File: config.mk
export PLATFORM = sky130hd
export DESIGN_NAME = burst_responder
export DESIGN_NICKNAME = d
export VERILOG_FILES = /design/src/rtl/burst_responder.sv
export SDC_FILE = /design/constraint.sdc
export NUM_CORES = 1
export LEC_CHECK = 0
export CORE_ASPECT_RATIO = 2
export CORE_MARGIN = 5
export CORE_UTILIZATION = 30
export CTS_CLUSTER_SIZE = 24
export DETAILED_ROUTE_END_ITERATION = 8
export SLEW_MARGIN = 20
export SYNTH_ARGS = -nofsm -noshare
export SYNTH_HDL_FRONTEND = slang
export SYNTH_SLANG_ARGS = --single-unit
export TNS_END_PERCENT = 100
File: constraint.sdc
create_clock -name clock -period 2.35 [get_ports clock]
set_clock_uncertainty 0.15 [all_clocks]
set_input_delay 0.47 -clock clock [delete_from_list [all_inputs] [get_ports clock]]
set_output_delay 0.47 -clock clock [all_outputs]
set_load 0.1 [all_outputs]
File: src/rtl/burst_responder.sv
// Target-side burst responder: fixed-latency start/size request,
// then a valid/ready stream of address/data beats and a done pulse.
module burst_responder #(
   parameter int ADDR_W  = 16,
   parameter int DATA_W  = 8,
   parameter int SIZE_W  = 8,
   parameter int LATENCY = 10
) (
   input  logic              clock,
   input  logic              reset,
   input  logic              start,
   input  logic [SIZE_W-1:0] size,
   input  logic [ADDR_W-1:0] start_addr,
   input  logic              ready,
   output logic              valid,
   output logic [ADDR_W-1:0] address,
   output logic [DATA_W-1:0] data,
   output logic              busy,
   output logic              done
);

   typedef enum logic [1:0] {
      IDLE,
      WAIT,
      BURST,
      DONE
   } state_t;

   localparam logic [7:0] LAT_M1 = 8'(LATENCY - 1);

   state_t            state;
   logic [7:0]        cnt;
   logic [SIZE_W-1:0] len;
   logic [ADDR_W-1:0] base;
   logic [SIZE_W-1:0] idx;
   logic [SIZE_W-1:0] nidx;

   assign nidx = idx + 1'b1;

   always_ff @(posedge clock) begin
      if (reset) begin
         state   <= IDLE;
         cnt     <= '0;
         len     <= '0;
         base    <= '0;
         idx     <= '0;
         valid   <= 1'b0;
         busy    <= 1'b0;
         done    <= 1'b0;
         address <= '0;
         data    <= '0;
      end else begin
         unique case (state)
            IDLE, DONE: begin
               done  <= 1'b0;
               state <= IDLE;
               if (start) begin
                  len  <= size;
                  base <= start_addr;
                  idx  <= '0;
                  cnt  <= LAT_M1;
                  busy <= 1'b1;
                  // The first beat is registered one edge before its cycle,
                  // so a single-cycle latency skips WAIT entirely.
                  if (LATENCY == 1 && size != '0) begin
                     state   <= BURST;
                     valid   <= 1'b1;
                     address <= start_addr;
                     data    <= '0;
                  end else begin
                     state <= WAIT;
                  end
               end
            end
            WAIT: begin
               if (len == '0 && cnt == '0) begin
                  state <= DONE;
                  busy  <= 1'b0;
                  done  <= 1'b1;
               end else if (len != '0 && cnt == 8'd1) begin
                  state   <= BURST;
                  valid   <= 1'b1;
                  address <= base;
                  data    <= '0;
               end else begin
                  cnt <= cnt - 8'd1;
               end
            end
            BURST: begin
               if (ready) begin
                  if (nidx == len) begin
                     state <= DONE;
                     valid <= 1'b0;
                     busy  <= 1'b0;
                     done  <= 1'b1;
                  end else begin
                     idx     <= nidx;
                     address <= base + ADDR_W'(nidx);
                     data    <= DATA_W'(nidx);
                  end
               end
            end
            default: state <= IDLE;
         endcase
      end
   end

endmodule

==> key figures, run 1 <==
STA
  – Crit path time final: 2554 ps
  – Max Freq: 391.5 MHz
  – Max-slew violations: 0
  – RSZ-0062 raised after global routing: true
  – Final setup viols: 35
  – Setup TNS: -4111 ps
  – Final worst setup slack: -204.1 ps
  – Max_slew headroom: 63.61%
  – Min Hold Slack: 283.6 ps
  – Final Hold Viols: 0
  – Part of the cycle the worst path needs: 108.7%
  – Worst-Margin Slew: 542.3 ps

Layout
  – Final instance area: 5814 um2
  – Area growth, synth to finish: 55.00%
  – Fin nets: 603
  – Filler cells: 1141
  – Commonest non-fill, non-tap cell in the layout: buf_4
  – Layout cells sized above 1: 39.47%
  – Most frequent cells in the layout: buf_4, nand2_1, dfxtp_1
  – Area of the multi-input gates: 2648 um2
  – Storage cell area: 1395 um2
  – Final Non-Filler Cells: 712
  – ANT cells: 0
  – Finished Core Util: 47.68%

Placement
  – Placed cell areas: 4947 um2
  – Dpl hpwl: 9.267 mm
  – Placed insts: 685
  – Pre-CTS setup slack: -469.2 ps
  – Placer congestion estimate: 0.9550
  – Input/output buffers: 54

Critical path
  – Max incr delay on CP: 570 ps
  – Worst setup path category: flop to flop
  – Crit path capture type: flop
  – Critical Path AT: 2620 ps
  – Critical path data required time: 2420 ps
  – Critical path's slowest cell: or4_4
  – Startpoint types: flop
  – Worst reg-to-reg setup slack: -200 ps
  – Reg2reg start: idx[2]
  – Worst-path cell chain: and3_4 -> and4_4 -> xor3_1 -> or4_4 -> buf_8 -> a21o_1 -> mux2_2
  – Peak fanout along the critical path: 6
  – Setup crit start: idx[2]

Min path
  – Worst Hold Launch: reset
  – Hold/Removal Path Class: input port to flop

Yosys
  – Number of synthesized flops with an enable pin: 0
  – Gate Count Post-Synth: 428
  – Synth Area in Compound Gates: 24.58%
  – Part of the Yosys area used for sequential elements: 36.82%
  – Fraction of synthesized area in multiplexers: 3.235%
  – Post-synth ARST share: 0%
  – Yosys cell types: 58
  – XOR/XNOR share of the synthesized area: 8.105%
  – Largest family of logic cells by synthesized area: compound AO/OA/AOI/OAI gates
  – Mapped Nets: 471
  – Ys flop type: dfxtp_1
  – Mapped Area: 3751 um2
  – Synth Register Bits: 69
  – Ys Warns: 0
  – Syn Area/Cell: 8.764 um2
  – Post-synthesis adder-cell area fraction: 5.203%
  – Simple-gate share of the synthesized area: 17.28%

Clock tree
  – Hold-fix buffers, CTS: 0
  – Clk_lat worst skew: 330 ps
  – CTS tree: done
  – Root buf cell: clkbuf_16
  – CTS Buf Count: 9
  – H-tree depth: 3
  – Clock-pin slew on the worst setup and hold paths: 60 ps
  – Clock Tree Buf Depth: 2
  – Clk sink count: 69

Detailed routing
  – Via Count: 3697
  – Post-Route WL: 12.24 mm
  – First-pass DRT Iterations: 4
  – Drt via density: 5.192
  – Number of remaining DRC errors: 0
  – Routed WL per cell: 17.19 um
  – DRT antenna net count: 0
  – 1st-iter DRT viols: 104

Outcome
  – Failing checks: setup timing
  – Outcome: finished with violations

Pwr
  – Static Leak: 2.383 nW
  – Worst VDD drop: 0.7693 mV
  – Tot Pwr: 6.286 mW
  – Power Dens Cells: 1081 nW/um2

Floorplan
  – Area of the core: 12200 um2
  – Die X-Extent: 89.07 um
  – Die area: 14980 um2
  – Ports: 55
  – Die height: 168.1 um
  – Initial Utilization: 30.76%
  – Row cnt: 57

Global route
  – Antenna violations before repair: 0
  – First-pass GRT wire length: 18.80 mm
  – Grt ovf: 0
  – Largest net degree at the start of global routing: 25
  – Global-route usage over all layers: 16.38%
  – Vias in the first global route: 3837

Flow run
  – Max-cap viol count: 0
## kinds of logic after synthesis
kind of cell    count (synthesis)
compound gates                125
xor+xnor                       33
fa+ha+maj                      15
buf+inv                        36
flops                          69
mux                            12
simple gates                  138
## final cells by class
class	count	area share [%]
clock buffer	12	4.584
clock inverter	4	0.9253
inverter	12	0.7747
multi-input combinational	323	45.53
sequential	69	23.99
tap	147	3.163
timing repair buffer	145	21.02
## routing by layer
layer  global-route usage (%)  part of all wire, %  vias to the layer above
met5                        0                    0                        -
met2                    32.62                   58                       81
met3                    2.836                  3.7                       30
li1                         -                    -                     1825
met4                    6.935                  3.4                        0
met1                    15.34                   34                     1761
## registers in the layout (all words and copies together) (netlist names)
| register | count |
|---|---|
| len | 8 |
| busy | 1 |
| state | 2 |
| base | 16 |
| done | 1 |
| valid | 1 |
| data | 8 |
| cnt | 8 |
| idx | 8 |
| address | 16 |
## cell usage after synthesis, drive strengths merged (10+ instances only)
| cell | instances | area (um2) |
|---|---|---|
| nor3 | 10 | 50.05 |
| xor2 | 15 | 131.4 |
| dfxtp | 69 | 1381 |
| o21ai | 10 | 53.80 |
| a21oi | 38 | 190.2 |
| nor2 | 19 | 71.32 |
| ha | 14 | 175.2 |
| clkbuf | 16 | 61.30 |
| a211oi | 34 | 317.8 |
| inv | 11 | 41.29 |
| nand2 | 71 | 266.5 |
| xnor2 | 17 | 148.9 |
| mux2i | 11 | 110.1 |
## critical path, delay by kind of cell (launching register included)
family / cells / cell delay, ps
mux: 1 / 270
compound gates: 1 / 190
simple gates: 3 / 1040
xor+xnor: 1 / 260
buf+inv: 1 / 170
flops: 1 / 360
## repair_timing
action                     in CTS  in global routing
pin swaps                      10                 18
gates resized for setup        51                 40
hold endpoints to repair        0                  0
gates cloned                    0                  1
setup endpoints to repair      37                 45
buffers inserted                8                  3
## report_power, final
group / switching, mW / leakage [nW] / internal, mW / total, mW
sequential: 0.203 / 0.566 / 1.40 / 1.60
combinational: 1.93 / 1.67 / 1.33 / 3.26
clock: 0.515 / 0.151 / 0.912 / 1.43
## worst paths after layout
check,endpoint,cells past startpoint
setup / recovery,state[0],7
setup reg to reg,state[0],7
hold / removal,base[14],2
hold reg to reg,address[3],2
Power figures use the tool's default switching activity.
==> run 2, diff against run 1 <==
- PLACE_DENSITY: unset -> 0.49
==> key figures, run 2 (same netlist as run 1, synthesis figures left out) <==
Detailed routing
  – Drt via density: 5.272
  – First-pass DRT Iterations: 4
  – Routed WL per cell: 17.90 um
  – 1st-iter DRT viols: 143
  – Via Count: 3859
  – DRT antenna net count: 0
  – Number of remaining DRC errors: 0
  – Post-Route WL: 13.10 mm

Placement
  – Input/output buffers: 54
  – Placer congestion estimate: 0.9526
  – Dpl hpwl: 9.912 mm
  – Placed cell areas: 5082 um2
  – Pre-CTS setup slack: -529.0 ps
  – Placed insts: 698

Pwr
  – Worst VDD drop: 0.5451 mV
  – Tot Pwr: 6.253 mW
  – Power Dens Cells: 1031 nW/um2
  – Static Leak: 2.452 nW

Clock tree
  – H-tree depth: 3
  – Clk sink count: 69
  – Root buf cell: clkbuf_16
  – Clk_lat worst skew: 340 ps
  – CTS Buf Count: 9
  – Clock-pin slew on the worst setup and hold paths: 50 ps
  – CTS tree: done
  – Hold-fix buffers, CTS: 0
  – Clock Tree Buf Depth: 2

Layout
  – Finished Core Util: 49.75%
  – Filler cells: 1165
  – Storage cell area: 1396 um2
  – Top flop regs: address x16, base x16
  – Area growth, synth to finish: 61.74%
  – Layout cells sized above 1: 44.96%
  – Final instance area: 6067 um2
  – Final Non-Filler Cells: 732
  – Commonest non-fill, non-tap cell in the layout: buf_4
  – ANT cells: 0
  – Fin nets: 623
  – Most frequent cells in the layout: buf_4, nand2_1, dfxtp_1
  – Area of the multi-input gates: 2750 um2

Global route
  – First-pass GRT wire length: 20.55 mm
  – Antenna violations before repair: 0
  – Vias in the first global route: 4032
  – Grt ovf: 0
  – Largest net degree at the start of global routing: 25
  – Global-route usage over all layers: 17.99%

Floorplan
  – Area of the core: 12200 um2
  – Die height: 168.1 um
  – Die X-Extent: 89.07 um
  – Row cnt: 57
  – Ports: 55
  – Initial Utilization: 30.76%
  – Die area: 14980 um2

Critical path
  – Startpoint types: flop
  – Critical Path AT: 2580 ps
  – Crit path capture type: flop
  – Critical path data required time: 2410 ps
  – Peak fanout along the critical path: 4
  – Worst setup path category: flop to flop

STA
  – Max_slew headroom: 64.33%
  – Final Hold Viols: 0
  – Crit path time final: 2520 ps
  – Part of the cycle the worst path needs: 107.2%
  – Max Freq: 396.9 MHz
  – RSZ-0062 raised after global routing: true
  – Max-slew violations: 0
  – Final setup viols: 29
  – Final worst setup slack: -169.8 ps
  – Worst-Margin Slew: 531.5 ps

Flow run
  – Max-cap viol count: 0

Outcome
  – Outcome: finished with violations
  – Failing checks: setup timing

Min path
  – Hold/Removal Path Class: flop to flop
[run 2: changes by cell type in the layout (fill, tap and decap cells not counted), sizes merged]
cell,change
buf,+21
inv,-1
bufinv,-1
clkbuf,-1
clkinv,+3
clkinvlp,-1
[run 2: cell type report]
cell class	count	area share (%)
inverter	12	0.7424
clock buffer	12	4.228
tap	147	3.032
clock inverter	4	0.3712
timing repair buffer	165	23.28
sequential	69	23.02
multi-input combinational	323	45.33
[run 2: worst max-delay path: stages (launching register included)]
cell and delay (ps):
dfxtp_4 370, ha_4 160, nand3_2 100, buf_6 140
xnor2_2 210, ha_4 260, nor3_2 210, nor2_2 90
a41o_4 310, nand4_1 120, xor2_1 190, a211oi_2 90
[run 2: repair_timing]
action | CTS | global route
pin swaps | 25 | 35
cloned | 1 | 0
setup buffers | 10 | 7
endpoints found under the setup margin | 44 | 44
gates resized for setup | 68 | 45
[run 2: through the flow]
stage	TNS (ps)	hold WS, ps
final	-3646	315.3
after global routing	-6023	341.1
after CTS	-3462	318.3
after detailed placement	-10180	309.7
after global placement	-9152	298.0
after floorplan	-2330	298.1
[run 2: metal layers]
| metal | share of wire (%) | GRT usage, % | vias up |
|---|---|---|---|
| li1 | - | - | 1862 |
| met1 | 34 | 17.56 | 1881 |
| met2 | 58 | 35.24 | 86 |
| met3 | 3.5 | 3.178 | 30 |
| met4 | 3.6 | 7.194 | 0 |
| met5 | 0 | 0 | - |
[run 2: path summary, 6_finish.rpt]
check / start / endpoint / slack [ps] / cells after the start
setup / recovery: idx[0] / address[15] / -170 / 11
hold / removal: base[15] / base[15] / 320 / 2
setup reg to reg: idx[0] / address[15] / -170 / 11
hold reg to reg: base[15] / base[15] / 320 / 2
[run 2: power by group]
group,total (mW),switching [mW],internal [mW]
registers,1.60,0.203,1.40
logic,3.37,1.99,1.38
clock network,1.28,0.516,0.766
